## config.mk

```make
export PLATFORM = sky130hd
export DESIGN_NAME = eth_measurer_sched
export DESIGN_NICKNAME = d
export VERILOG_FILES = /design/src/rtl/eth_measurer_sched.sv
export SDC_FILE = /design/constraint.sdc
export NUM_CORES = 1
export LEC_CHECK = 0
export ABC_AREA = 0
export BUFFER_PORTS_ARGS = -buffer_cell sky130_fd_sc_hd__buf_2
export CORE_MARGIN = 10
export CORE_UTILIZATION = 48
export DETAILED_ROUTE_END_ITERATION = 12
export PLACE_DENSITY = 0.65
export RECOVER_POWER = 25
export SKIP_LAST_GASP = 1
export SYNTH_ARGS = -nofsm -noshare
export SYNTH_HDL_FRONTEND = slang
export SYNTH_SLANG_ARGS = --single-unit
```

## constraint.sdc

```tcl
create_clock -name clk -period 11.1 [get_ports clk]
set_input_delay 1.665 -clock clk [delete_from_list [all_inputs] [get_ports clk]]
set_output_delay 1.665 -clock clk [all_outputs]
set_load 0.005 [all_outputs]
```

## src/rtl/eth_measurer_sched.sv

```systemverilog
`default_nettype none
// +----------------------------------------------------------------------------+
// | Module      : eth_measurer_sched                                           |
// | Description : Probe pacing and rx-timeout sequencer for ping/pong latency. |
// |               Optional ETH_MEASURER_SCHED_STATS_EN adds lost counters.     |
// | Revision    : 1.0  initial release                                         |
// +----------------------------------------------------------------------------+
module eth_measurer_sched #(
    parameter int CNT_W      = 32,
    parameter int PING_CNT_W = 64
) (
    input  logic                  clk,
    input  logic                  rst,
    input  logic                  enable,
    input  logic [CNT_W-1:0]      period,
    input  logic [CNT_W-1:0]      timeout,
    input  logic                  gen_ready,
    output logic                  gen_start,
    input  logic                  loop_rx_end,
    input  logic                  main_rx_end,
    output logic                  loop_rx_timeout,
    output logic                  main_rx_timeout,
    output logic                  busy,
`ifdef ETH_MEASURER_SCHED_STATS_EN
    output logic [PING_CNT_W-1:0] ping_count,
    output logic [31:0]           loop_lost_count,
    output logic [31:0]           main_lost_count
`else
    output logic [PING_CNT_W-1:0] ping_count
`endif
);

    localparam logic [1:0]       c_ST_IDLE     = 2'd0;
    localparam logic [1:0]       c_ST_WAIT_PER = 2'd1;
    localparam logic [1:0]       c_ST_WAIT_LP  = 2'd2;
    localparam logic [1:0]       c_ST_WAIT_MN  = 2'd3;
    localparam logic [CNT_W-1:0] c_CNT_MAX     = {CNT_W{1'b1}};
    localparam logic [CNT_W:0]   c_ONE_EXT     = (CNT_W+1)'(1);

    logic [1:0]            r_state;
    logic [1:0]            w_state_nxt;
    logic [CNT_W-1:0]      r_period_cnt;
    logic [CNT_W-1:0]      r_to_cnt;
    logic [CNT_W-1:0]      r_timeout_lat;
    logic                  r_gen_start;
    logic                  r_loop_to;
    logic                  r_main_to;
    logic                  r_busy;
    logic [PING_CNT_W-1:0] r_ping_count;

    logic                  w_start;
    logic                  w_loop_to;
    logic                  w_main_to;
    logic                  w_period_hit;
    logic                  w_to_hit;
    logic                  w_in_exchange;

    // Compares are one bit wider so a saturated counter plus one cannot wrap.
    assign w_period_hit  = ({1'b0, r_period_cnt} + c_ONE_EXT) >= {1'b0, period};
    assign w_to_hit      = (r_timeout_lat != '0) &&
                           (({1'b0, r_to_cnt} + c_ONE_EXT) >= {1'b0, r_timeout_lat});
    assign w_in_exchange = (r_state == c_ST_WAIT_LP) || (r_state == c_ST_WAIT_MN);

    always_comb begin
        w_state_nxt = r_state;
        w_start     = 1'b0;
        w_loop_to   = 1'b0;
        w_main_to   = 1'b0;
        case (r_state)
            c_ST_IDLE: begin
                if (enable) begin
                    w_state_nxt = c_ST_WAIT_PER;
                end
            end
            c_ST_WAIT_PER: begin
                if (!enable) begin
                    w_state_nxt = c_ST_IDLE;
                end else if (w_period_hit && gen_ready) begin
                    w_start     = 1'b1;
                    w_state_nxt = c_ST_WAIT_LP;
                end
            end
            c_ST_WAIT_LP: begin
                // A response arriving in the expiry cycle wins over the timeout.
                if (loop_rx_end) begin
                    w_state_nxt = c_ST_WAIT_MN;
                end else if (w_to_hit) begin
                    w_loop_to   = 1'b1;
                    w_state_nxt = c_ST_WAIT_PER;
                end
            end
            c_ST_WAIT_MN: begin
                if (main_rx_end) begin
                    w_state_nxt = c_ST_WAIT_PER;
                end else if (w_to_hit) begin
                    w_main_to   = 1'b1;
                    w_state_nxt = c_ST_WAIT_PER;
                end
            end
            default: begin
                w_state_nxt = c_ST_IDLE;
            end
        endcase
    end

    always_ff @(posedge clk or posedge rst) begin
        if (rst) begin
            r_state       <= c_ST_IDLE;
            r_period_cnt  <= '0;
            r_to_cnt      <= '0;
            r_timeout_lat <= '0;
            r_gen_start   <= 1'b0;
            r_loop_to     <= 1'b0;
            r_main_to     <= 1'b0;
            r_busy        <= 1'b0;
            r_ping_count  <= '0;
        end else begin
            r_state     <= w_state_nxt;
            r_gen_start <= w_start;
            r_loop_to   <= w_loop_to;
            r_main_to   <= w_main_to;
            r_busy      <= (w_state_nxt == c_ST_WAIT_LP) || (w_state_nxt == c_ST_WAIT_MN);

            if (w_start) begin
                r_ping_count  <= r_ping_count + PING_CNT_W'(1);
                r_timeout_lat <= timeout;
            end

            // Leaving IDLE presets the period counter so the first probe is immediate.
            if ((r_state == c_ST_IDLE) && enable) begin
                r_period_cnt <= c_CNT_MAX;
            end else if (w_start) begin
                r_period_cnt <= '0;
            end else if (r_period_cnt != c_CNT_MAX) begin
                r_period_cnt <= r_period_cnt + CNT_W'(1);
            end

            if (w_start) begin
                r_to_cnt <= '0;
            end else if (w_in_exchange && (r_to_cnt != c_CNT_MAX)) begin
                r_to_cnt <= r_to_cnt + CNT_W'(1);
            end
        end
    end

    assign gen_start       = r_gen_start;
    assign loop_rx_timeout = r_loop_to;
    assign main_rx_timeout = r_main_to;
    assign busy            = r_busy;
    assign ping_count      = r_ping_count;

`ifdef ETH_MEASURER_SCHED_STATS_EN
    logic        r_enable_d;
    logic [31:0] r_loop_lost;
    logic [31:0] r_main_lost;

    always_ff @(posedge clk or posedge rst) begin
        if (rst) begin
            r_enable_d  <= 1'b0;
            r_loop_lost <= '0;
            r_main_lost <= '0;
        end else begin
            r_enable_d <= enable;
            if (enable && !r_enable_d) begin
                r_loop_lost <= '0;
                r_main_lost <= '0;
            end else begin
                if (w_loop_to && (r_loop_lost != 32'hFFFF_FFFF)) begin
                    r_loop_lost <= r_loop_lost + 32'd1;
                end
                if (w_main_to && (r_main_lost != 32'hFFFF_FFFF)) begin
                    r_main_lost <= r_main_lost + 32'd1;
                end
            end
        end
    end

    assign loop_lost_count = r_loop_lost;
    assign main_lost_count = r_main_lost;
`endif

endmodule
`default_nettype wire

```

### Word-level counts from Yosys, hierarchy flattened

Cells that the tools add are included.

* magnitude comparators: 2
* $add $sub $neg: 5
* mux-type cells: 20
* equality and inequality tests: 7
* reduce and logical (&&, ||, !) cells: 10

Operators with widths (count)
* two-way mux 32 bit: 5
* adder 32 x 1 -> 33 bit (second input constant): 2
* greater-or-equal comparator 33 x 32 -> 1 bit: 2
* adder 32 x 1 -> 32 bit (second input constant): 2
* adder 64 x 1 -> 64 bit (second input constant): 1
* != test 32 bit (second input constant): 2
* nonzero test 32 bit: 1
* two-way mux 2 bit: 6
* == test 2 bit (second input constant): 4
* two-way mux 1 bit: 8
* case mux 2 bit (4 select lines): 1
* logical AND 1 bit: 4
* nonzero test 3 bit: 1
* == test 2 x 1 -> 1 bit (second input constant): 1
* zero test 2 bit: 1
* logical OR 1 bit: 2
* nonzero test 2 bit: 1

* output and inout port bits: 68
* bits of input ports: 70
* flip-flop bits (word level): 166
* logic and storage cells: 53

### Depth between registers and ports, before layout

Gate-level depths: netlist (run 1).

* depth in word-level cells: 8
* mapped depth: 17

### Least setup slack after synthesis (run 1)

OpenSTA, ideal clock, no wires.

* path kind: register -> register
* start: register r_to_cnt[0]
* end: register r_busy (netlist: busy)
* arrival: 3721 ps
* buffers on the path: 0
* clock period less this slack: 3847 ps
* slack: 7253 ps
* cell stages (with the launch flop): 15
* setup time: 126 ps
* path through: dfrtp_1 ha_1 nand3_1 nor4_2 nand4_1 or2_1 nor2_1 xor2_1 ha_1 nand4_1 or4_1 nor2_1 a211o_1 nand2b_1 a311o_1

* cells in the longest elaborated chain, start to end: 8
* elaborated cells between the ends (all ways): 10
* those cells by class: add/sub (1); order compare (1); eq/ne (2); mux (4); reduce/logical (2)

Ends and longest elaborated chain
* start, declared: RTL line 43 `logic [CNT_W-1:0] r_to_cnt;`
* start signal, assigned: RTL line 141 `r_to_cnt <= r_to_cnt + CNT_W'(1);`
* adder 32 x 1 -> 33 bit (*): RTL line 61 `(({1'b0, r_to_cnt} + c_ONE_EXT) >= {1'b0, r_timeout_lat});`
* greater-or-equal comparator 33 x 32 -> 1 bit (*): RTL line 61
* logical AND 1 bit (*): RTL line 60 `assign w_to_hit = (r_timeout_lat != '0) &&`
* two-way mux 2 bit (*): RTL line 87, 95
* two-way mux 2 bit, on equally long branches: RTL line 93, 85
* case mux 2 bit (4 select lines) (*): RTL line 69 `case (r_state)`
* == test 2 bit: RTL line 122 `r_busy <= (w_state_nxt == c_ST_WAIT_LP) || (w_state_nxt == c_ST_WAIT_MN);`
* logical OR 1 bit (*): RTL line 122
* end signal, assigned: RTL line 122
* end, declared: RTL line 48 `logic r_busy;`

Mark *: on every way between the ends. The rest lies on a longest branch, timed or not.
A chain may end at the register's enable or synchronous reset.

### Worst setup path in the final report (run 1)

* start: register r_period_cnt[4]
* end: register r_timeout_lat[22]

* cells in the longest elaborated chain, start to end: 6

Ends and longest elaborated chain
* start, declared: RTL line 42 `logic [CNT_W-1:0] r_period_cnt;`
* start signal, assigned: RTL line 131 `r_period_cnt <= c_CNT_MAX;`
* start signal, assigned: RTL line 135 `r_period_cnt <= r_period_cnt + CNT_W'(1);`
* adder 32 x 1 -> 33 bit: RTL line 59 `assign w_period_hit = ({1'b0, r_period_cnt} + c_ONE_EXT) >= {1'b0, period};`
* greater-or-equal comparator 33 x 32 -> 1 bit: RTL line 59
* logical AND 1 bit: RTL line 78 `end else if (w_period_hit && gen_ready) begin`
* two-way mux 1 bit: RTL line 78
* two-way mux 1 bit: RTL line 76 `if (!enable) begin`
* two-way mux 1 bit: RTL line 69
* end signal, assigned: RTL line 126 `r_timeout_lat <= timeout;`
* end, declared: RTL line 44 `logic [CNT_W-1:0] r_timeout_lat;`

No other way between the ends.

==> results.cfg, run 1 <==
[status]
status = finished, violations left
violations = max-capacitance violations, max-slew violations

[detailed_routing]
via_count = 7936
drt_first_pass_iters = 4
ant_nets = 0
wire_per_inst_um = 16.8
routed_wl_mm = 24.7
initialDrtViolationCount = 495
drc = 0
routed_via_density = 5.40

[cts]
hold_buffers = 0
cts_resized = 0
clock_latency_ps = 430
cts_buffer_depth = 2
htreeDepth = 4
post-cts-setup-buffers = 0
cts-root-buf = clkbuf_16
clkSinkCount = 166
clk_pin_slew_worst_paths_ps = 80
cts_made_buffers = 17
cts_tree = done

[setup_path]
arrival_ps = 6310
cp_cell_sequence = nand3_1, nor3_1, nand3_1, nor3_1, and3_1, xor2_1, ha_1, nand3_1, or3_1, nor3_1, a211oi_4, buf_4, nor2_4, buf_4, mux2_2
max_stage_delay_ps = 900
required_ps = 11410
worst-path-max-fanout = 65
startpoint_type = register
worst_setup_path_end_kind = register
path_class = register to register
slowest_stage = nor2_4

[synth]
synth_seq_cells = 166
synth_area_per_cell_um2 = 9.53
yosysSeqAreaShare_pct = 41.1
synth_nets = 1198
synth_area_um2 = 10100
async_reset_ff_share_pct = 100
yosys_warnings = 0
yosysUniqueCellTypes = 53
synth-edff-count = 0
netlist_instances = 1061
synth_ff_type = dfrtp_1

[power_and_ir_drop]
peakVddDrop_uv = 128
power_per_cell_area_nw_per_um2 = 208
p_leak_nw = 5.76

[finish]
syn_to_final_growth_pct = 14.8
layout.cells.non_filler = 1470
diodes = 0
fin_area_um2 = 11600
drive_gt1_share_pct = 19.2
fill_cells = 1880
fin_nets = 1319

[timing]
tightest_slew_ps = 3870
max_freq_mhz = 167
hold_viol = 0
setup_viol = 0
setup_ws_ps = 5100
finalCritPeriodShare_pct = 54.1
slew_headroom_pct = -159
period_minus_slack_ps = 6000
skew_ps = 15.4
drv_slew = 90
setup_tns_ps = 0
rsz0062_at_grt = no

[place]
place_area_um2 = 11000
numPortBuffers = 137
dp_hpwl_mm = 17.8
place_ws_ps = 5040
gp_congestion = 0.856
place_inst = 1438

[die]
start_util_pct = 48.4
boundaryPins = 138
die-height_um = 165
die_area_um2 = 27300
die_w_um = 165
core-area_um2 = 20900
rows = 53

[global_route]
antenna_found_initial = 0
grt_pass1_wl_mm = 41.2
overflow = 0
grt_max_degree = 90
grt_pass1_vias = 8157
grt_usage_pct = 18.4

[hold_path]
hold_class = register to register

[run]
drv_cap = 1
report_power, final:
group | total, mW | switching (mW) | leakage (nW) | internal, mW
logic | 0.843 | 0.475 | 3.35 | 0.368
clock network | 0.617 | 0.274 | 0.298 | 0.343
registers | 0.952 | 0.188 | 2.11 | 0.764
total | 2.41 | 0.938 | 5.76 | 1.47
worst paths after layout:
check	cells after the start	endpoint	startpoint	slack [ps]
worst min-delay path	1	ping_count[38]$_DFFE_PP0P_	ping_count[38]$_DFFE_PP0P_	480
max in group asynchronous	3	r_to_cnt[30]$_DFFE_PP0P_	rst	6460
worst min register to register	1	ping_count[38]$_DFFE_PP0P_	ping_count[38]$_DFFE_PP0P_	480
worst max register to register	15	r_timeout_lat[22]$_DFFE_PP0P_	r_period_cnt[4]$_DFFE_PP0P_	5100
min in group asynchronous	2	ping_count[12]$_DFFE_PP0P_	rst	2360
worst max-delay path	15	r_timeout_lat[22]$_DFFE_PP0P_	r_period_cnt[4]$_DFFE_PP0P_	5100
cells in the mapped netlist, types with 3 or more instances:
cell type    n  share of area [%]
mux2_2      27                3.0
nor3_1      46                2.3
a21o_1       6               0.45
and4_1      20                1.7
buf_2       10               0.49
nand4_1     41                2.5
a221oi_1     4               0.35
xnor2_1     58                5.0
ha_1        67                8.3
or3_1        3               0.19
nor2_1     104                3.9
buf_6        4               0.45
xor2_1      96                8.3
nor4_4       3               0.63
nor4_2      20                2.5
and2_1       5               0.31
mux2_1       6               0.67
nor4_1      14               0.87
dfrtp_1    166                 41
and3_1      17                1.1
nand2_1     91                3.4
nand3_1     53                2.6
clkbuf_1    27                1.0
o21ai_0     38                1.9
inv_1       71                2.6
a21oi_1     25                1.2
or2_2        3               0.19
cell families after synthesis:
kind of cell / count (synthesis) / synth area share, %
multiplexers: 35 / 3.87
buffers and inverters: 114 / 4.66
AND/OR/NAND/NOR: 436 / 23.5
AO/OA/AOI/OAI: 89 / 5.27
adder cells (fa/ha/maj): 67 / 8.29
flip-flops: 166 / 41.1
XOR/XNOR: 154 / 13.3
registers in the layout, summed over array words and instances, names as in the netlist:
| name | flops |
|---|---|
| r_timeout_lat | 32 |
| r_period_cnt | 32 |
| gen_start | 1 |
| main_rx_timeout | 1 |
| ping_count | 64 |
| loop_rx_timeout | 1 |
| r_state | 2 |
| busy | 1 |
| r_to_cnt | 32 |
metrics by stage:
| step | util (%) | hold WS [ps] | power, mW |
|---|---|---|---|
| after floorplan | - | 454 | 1.57 |
| after global placement | 52.8 | 471 | 1.77 |
| after detailed placement | 52.8 | 470 | 1.80 |
| after CTS | 55.7 | 483 | 2.43 |
| after global routing | 55.6 | 510 | 2.61 |
| final | 55.6 | 483 | 2.41 |
critical path, delay by kind of cell (launching register included):
family	cells	cell delay [ps]
adders and majority gates	1	330
buffers and inverters	2	1040
xor gates and xnor gates	1	80
AOI/OAI and AO/OA	1	100
muxes	1	410
DFF	1	410
and+or+nand+nor	9	3480
cell type report:
class                      count  area [um2]  area share, %
tap                          275         344           2.96
clock buffer                  17         425           3.66
inverter                      71         268           2.31
sequential                   166        4150           35.8
clock inverter                15         179           1.54
timing repair buffer         145         733           6.32
multi-input combinational    781        5510           47.4
cell usage in the layout (no fill, tap or decap), drive strengths merged, types with 3 or more instances in the layout:
cell type and n:
dfrtp 166, buf 135, nor2 105, xor2 96, nand2 91, inv 81, ha 67, xnor2 58
nand3 55, nor3 46, nand4 43, o21ai 38, nor4 37, mux2 33, clkbuf 27, a21oi 25
and4 20, and3 17, a21o 6, and2 5, a221oi 4, or2 4, or3 3, a31oi 3
layer usage:
metal	GRT usage (%)	part of all wire, %	wire length [um]
met5	0	0	0
met4	5.19	1.9	466
met3	3.59	4.1	1020
met2	31.5	50	12400
met1	23.1	44	10800
Power figures use the tool's default switching activity.
==> run 2, diff against run 1 <==
Settings changed: PLACE_DENSITY 0.65 to 0.68.
Clock period 11.1 ns to 5 ns, I/O delays scaled along.
==> run 2 against run 1 <==
Effect of this change: the run still ends with max-capacitance violations, max-slew violations left; combinational power up 120%; sequential share of layout area decreased by 0.11 points; global-route usage is 0.34 points lower; cell area grew 0.30%; sequential power is 120% higher; first-iteration DRC count shrank 3.0%; via count up 0.58%; register-to-register slack worse by 4400 ps; clock-buffer cell count did not move; total power grew 120%; sequential cell count unchanged; final cell count increased by 0.34%.
==> results.cfg, run 2 (synthesis results as in run 1) <==
[die]
die_area_um2 = 27300
rows = 53
start_util_pct = 48.4
die_w_um = 165
die-height_um = 165
boundaryPins = 138
core-area_um2 = 20900

[power_and_ir_drop]
peakVddDrop_uv = 244
p_leak_nw = 5.80
p_int_mw = 3.23
seq_power_share_pct = 39.8
pwr-share-comb_pct = 35.4
p_sw_share_pct = 39.0
p_sw_mw = 2.07
clkPwrFrac_pct = 24.8
power_per_cell_area_nw_per_um2 = 455

[timing]
setup_viol = 0
max_freq_mhz = 233
period_minus_slack_ps = 4300
tightest_slew_ps = 2470
slew_headroom_pct = -64.4
finalCritPeriodShare_pct = 86.0
hold_viol = 0
drv_slew = 171
rsz0062_at_grt = no
setup_tns_ps = 0
skew_ps = 13.9

[global_route]
grt_usage_pct = 18.1
overflow = 0
antenna_found_initial = 1
grt_max_degree = 99
grt_pass1_wl_mm = 40.2
grt_pass1_vias = 7984

[setup_path]
reg2regPathDepth = 15
required_ps = 5310
r2r_slack_ps = 700
path_class = register to register
worst_setup_path_end_kind = register
arrival_ps = 4610
r2r-end = r_to_cnt[26]$_DFFE_PP0P_
startpoint_type = register
worst-path-max-fanout = 36
rr_startpoint = r_period_cnt[7]$_DFFE_PP0P_

[cts]
cts-root-buf = clkbuf_16
cts_made_buffers = 17
htreeDepth = 4
clk_pin_slew_worst_paths_ps = 80
clock_latency_ps = 440
hold_buffers = 0
post-cts-setup-buffers = 0
clkSinkCount = 166
cts_buffer_depth = 2
cts_resized = 0
cts_tree = done

[finish]
syn_to_final_growth_pct = 15.2
final_common_cell = dfrtp_1
fin_area_um2 = 11600
drive_gt1_share_pct = 20.3
final_cell_mix = 166 x dfrtp_1, 137 x buf_2, 104 x nor2_1, 96 x xor2_1, 91 x nand2_1
fin_nets = 1323
largest_register_ffs = 64

[status]
status = finished, violations left
violations = max-capacitance violations, max-slew violations

[hold_path]
holdPathEnd = ping_count[29]$_DFFE_PP0P_
hold_class = register to register
hold_depth = 1
min_from = ping_count[29]$_DFFE_PP0P_

[detailed_routing]
via_count = 7982
drc = 0
ant_nets = 0
drt_first_pass_iters = 5
routed_via_density = 5.41
initialDrtViolationCount = 480
wire_per_inst_um = 16.6
routed_wl_mm = 24.5

[run]
drv_cap = 3

[place]
numPortBuffers = 137
place_area_um2 = 11100
gp_congestion = 0.868
dp_hpwl_mm = 17.7
-- run 2: cell types whose count changed in the layout (fill, tap and decap cells not counted), moves of 2 or more --
cell,delta
buf_2,+10
clkbuf_1,-9
clkinvlp_4,+2
inv_6,-3
-- run 2: stage by stage --
stage / hold slack (ps) / setup WS, ps / total power, mW / std cells / util (%)
2_1_floorplan: 454 / 1150 / 3.48 / 1061 / -
3_3_place_gp: 473 / 875 / 3.94 / 1442 / 53.0
3_5_place_dp: 467 / 747 / 4.00 / 1442 / 53.0
4_1_cts: 481 / 693 / 5.34 / 1474 / 55.8
5_1_grt: 497 / 285 / 5.72 / 1475 / 55.7
6_report: 481 / 702 / 5.30 / 1475 / 55.7
-- run 2: worst max path at each step --
| stage | cells after the start | end | startpoint | slack [ps] |
|---|---|---|---|---|
| 2_1_floorplan | 14 | busy$_DFF_PP0_ | r_to_cnt[0]$_DFFE_PP0P_ | 1150 |
| 3_5_place_dp | 15 | r_to_cnt[20]$_DFFE_PP0P_ | r_period_cnt[7]$_DFFE_PP0P_ | 750 |
| 5_1_grt | 15 | r_to_cnt[25]$_DFFE_PP0P_ | r_period_cnt[7]$_DFFE_PP0P_ | 280 |
| 6_report | 15 | r_to_cnt[26]$_DFFE_PP0P_ | r_period_cnt[7]$_DFFE_PP0P_ | 700 |
| 4_1_cts | 15 | r_to_cnt[26]$_DFFE_PP0P_ | r_period_cnt[7]$_DFFE_PP0P_ | 690 |
| 3_3_place_gp | 15 | r_to_cnt[24]$_DFFE_PP0P_ | r_period_cnt[7]$_DFFE_PP0P_ | 870 |
-- run 2: cell type report --
type | count | area [um2]
Timing Repair Buffer | 149 | 782
Antenna cell | 1 | 2.50
Tap cell | 275 | 344
Inverter | 71 | 268
Fill cell | 1887 | 9240
Multi-Input combinational cell | 781 | 5510
Clock inverter | 15 | 163
Clock buffer | 17 | 425
Sequential cell | 166 | 4150
-- run 2: critical path, stage by stage (launching register included) --
cell and delay [ps]:
dfrtp_1 450, and4_1 270, and4_1 250, nand3_1 260, nor3_1 400, and3_1 270
xor2_1 80, ha_1 320, nand3_1 120, or3_1 340, nor3_1 290, a211oi_4 140
nor2_4 130, buf_4 410, buf_4 330, nor2_1 90
-- run 2: power by group through the flow --
stage / clock network, mW / logic, mW / registers (mW)
after global routing: 1.40 / 2.15 / 2.16
after floorplan: 0 / 1.50 / 1.98
after global placement: 0 / 1.83 / 2.11
after CTS: 1.34 / 1.89 / 2.10
after detailed placement: 0 / 1.88 / 2.12
final: 1.31 / 1.87 / 2.11
-- run 2: routing by layer --
metal	vias to the layer above	GRT usage, %	wire length [um]	share of wire [%]
met1	3902	23.4	11000	45
met2	137	30.3	12300	50
met4	0	4.99	268	1.1
met5	-	0	0	0
li1	3923	-	-	-
met3	20	3.42	952	3.9
==> run 3, diff against run 2 <==
Clock period 5 ns to 3.59 ns, I/O delays scaled along.
==> run 3 against run 2 <==
Effect of this change: the run ends with max-capacitance violations, max-slew violations, negative setup slack left; via count up 13%; final cell count increased by 11%; clock skew barely moved; first-iteration DRC count rose by 21%; clock-buffer cell count unchanged; critical path depth rose by 3; core utilization increased by 14 points; largest cell class unchanged; largest power group is now combinational cells.
==> results.cfg, run 3 (synthesis results as in run 1) <==
[status]
status = finished, violations left
violations = max-capacitance violations, max-slew violations, negative setup slack

[cts]
cts-root-buf = clkbuf_16
clk_pin_slew_worst_paths_ps = 70
clock_latency_ps = 440
clkSinkCount = 166
cts_buffer_depth = 2
htreeDepth = 4
cts_made_buffers = 17
cts_tree = done

[power_and_ir_drop]
peakVddDrop_uv = 365
pwr-share-comb_pct = 48.6
seq_power_share_pct = 31.2
p_sw_mw = 3.63
clkPwrFrac_pct = 20.2
p_sw_share_pct = 39.0
power_per_cell_area_nw_per_um2 = 639
p_leak_nw = 7.48
p_int_mw = 5.68

[die]
start_util_pct = 48.4
core-area_um2 = 20900
rows = 53
die_area_um2 = 27300
boundaryPins = 138
die_w_um = 165
die-height_um = 165

[detailed_routing]
drt_first_pass_iters = 7
routed_via_density = 5.52
routed_wl_mm = 29.8
initialDrtViolationCount = 580
via_count = 9023
ant_nets = 0
drc = 0
wire_per_inst_um = 18.2

[place]
gp_congestion = 0.888
place_inst = 1535
place_ws_ps = -115
dp_hpwl_mm = 18.6
numPortBuffers = 137
place_area_um2 = 11800

[timing]
slew_headroom_pct = -55.7
drv_slew = 167
setup_ws_ps = -327
skew_ps = 13.8
tightest_slew_ps = 2340
rsz0062_at_grt = yes
hold_viol = 0
setup_viol = 161
period_minus_slack_ps = 3920
finalCritPeriodShare_pct = 109
setup_tns_ps = -28290
max_freq_mhz = 255

[setup_path]
crit_path_start = r_period_cnt[3]$_DFFE_PP0P_
slowest_stage = dfrtp_1
required_ps = 3940
cp_top_family = simple AND/OR/NAND/NOR gates
max_stage_delay_ps = 430
cp_num_buf_inv = 5
worst-path-max-fanout = 4
startpoint_type = register
path_class = register to register
cp_cell_sequence = nand2_1, nor3_4, nand3_4, buf_4, nor3_1, xor2_1, ha_1, nand4_1, nor4_4, a31oi_2, a31oi_2, a211oi_4, buf_6, clkbuf_16, buf_4, clkbuf_16, nor4_4, xor2_1
worst_setup_path_end_kind = register
arrival_ps = 4270
rr_startpoint = r_period_cnt[3]$_DFFE_PP0P_

[hold_path]
min_from = timeout[12]
hold_class = primary input to register

[global_route]
antenna_found_initial = 0
grt_pass1_vias = 8486
grt_max_degree = 167
grt_usage_pct = 19.1
overflow = 0
grt_pass1_wl_mm = 42.5

[finish]
diodes = 0
final_cell_mix = 164 x dfrtp_1, 137 x buf_2, 123 x buf_4, 91 x xor2_1, 90 x nand2_1
final_common_cell = dfrtp_1
syn_to_final_growth_pct = 44.1
fin_nets = 1485
post-route-util_pct = 69.8
layout.cells.non_filler = 1636
fin_area_um2 = 14600
fill_cells = 1477
drive_gt1_share_pct = 40.0
largest_register_ffs = 64

[run]
drv_cap = 1
run 3: cell types whose count changed in the layout (fill, tap and decap cells not counted), moves of 21 or more:
cell     change
o21ai_0     -21
mux2_4      +29
nor2_1      -44
nor3_1      -27
mux2_2      -24
buf_4      +114
nor2_4      +32
nor4_4      +21
run 3: layout make-up:
cell class	count	area (um2)	area share, %
Timing Repair Buffer	311	2520	17.3
Sequential cell	166	4160	28.5
Tap cell	275	344	2.36
Clock buffer	17	425	2.92
Multi-Input combinational cell	781	6680	45.9
Inverter	71	268	1.84
Clock inverter	15	179	1.23
run 3: worst paths after layout:
kind                       slack [ps]                             to  cells past startpoint
setup reg to reg                 -330     ping_count[30]$_DFFE_PP0P_                     18
setup / recovery                 -330     ping_count[30]$_DFFE_PP0P_                     18
hold / removal                    330  r_timeout_lat[12]$_DFFE_PP0P_                      2
min in group asynchronous         940  r_timeout_lat[27]$_DFFE_PP0P_                      3
hold reg to reg                   480     ping_count[62]$_DFFE_PP0P_                      1
max in group asynchronous        1000        r_to_cnt[3]$_DFFE_PP0P_                      3
run 3: stage by stage:
stage,power (mW),hold WS [ps]
after global routing,9.90,316
after CTS,8.11,304
after global placement,5.95,471
after detailed placement,6.05,474
after floorplan,4.86,454
final,9.31,327
run 3: power by group through the flow:
stage	logic [mW]	clock network (mW)	registers, mW
4_1_cts	3.35	1.91	2.86
6_report	4.52	1.88	2.90
2_1_floorplan	2.10	0	2.76
3_5_place_dp	3.18	0	2.88
5_1_grt	4.95	1.99	2.97
3_3_place_gp	3.08	0	2.87
run 3: what timing repair did:
| item | in CTS | in global routing |
|---|---|---|
| setup buffers | 12 | 45 |
| endpoints found under the setup margin | 152 | 166 |
| hold buffers | 0 | 0 |
| hold endpoints to repair | 0 | 0 |
| cloned | 0 | 13 |
| pin swaps | 20 | 167 |
| gates resized for setup | 28 | 286 |
run 3: worst reg2reg max path, stage by stage (launching register included):
cell	delay, ps
dfrtp_1	430
nand2_1	130
nor3_4	260
nand3_4	130
buf_4	170
nor3_1	260
xor2_1	150
ha_1	350
nand4_1	220
nor4_4	320
a31oi_2	130
a31oi_2	240
a211oi_4	70
buf_6	170
clkbuf_16	160
buf_4	130
clkbuf_16	150
nor4_4	150
xor2_1	220
run 3: per-layer routing:
layer	global-route usage, %	share of wire [%]	routed length [um]
met4	6.68	3.0	902
met2	32.6	51	15200
met5	0	0	0
met3	3.07	4.8	1420
met1	23.9	41	12300
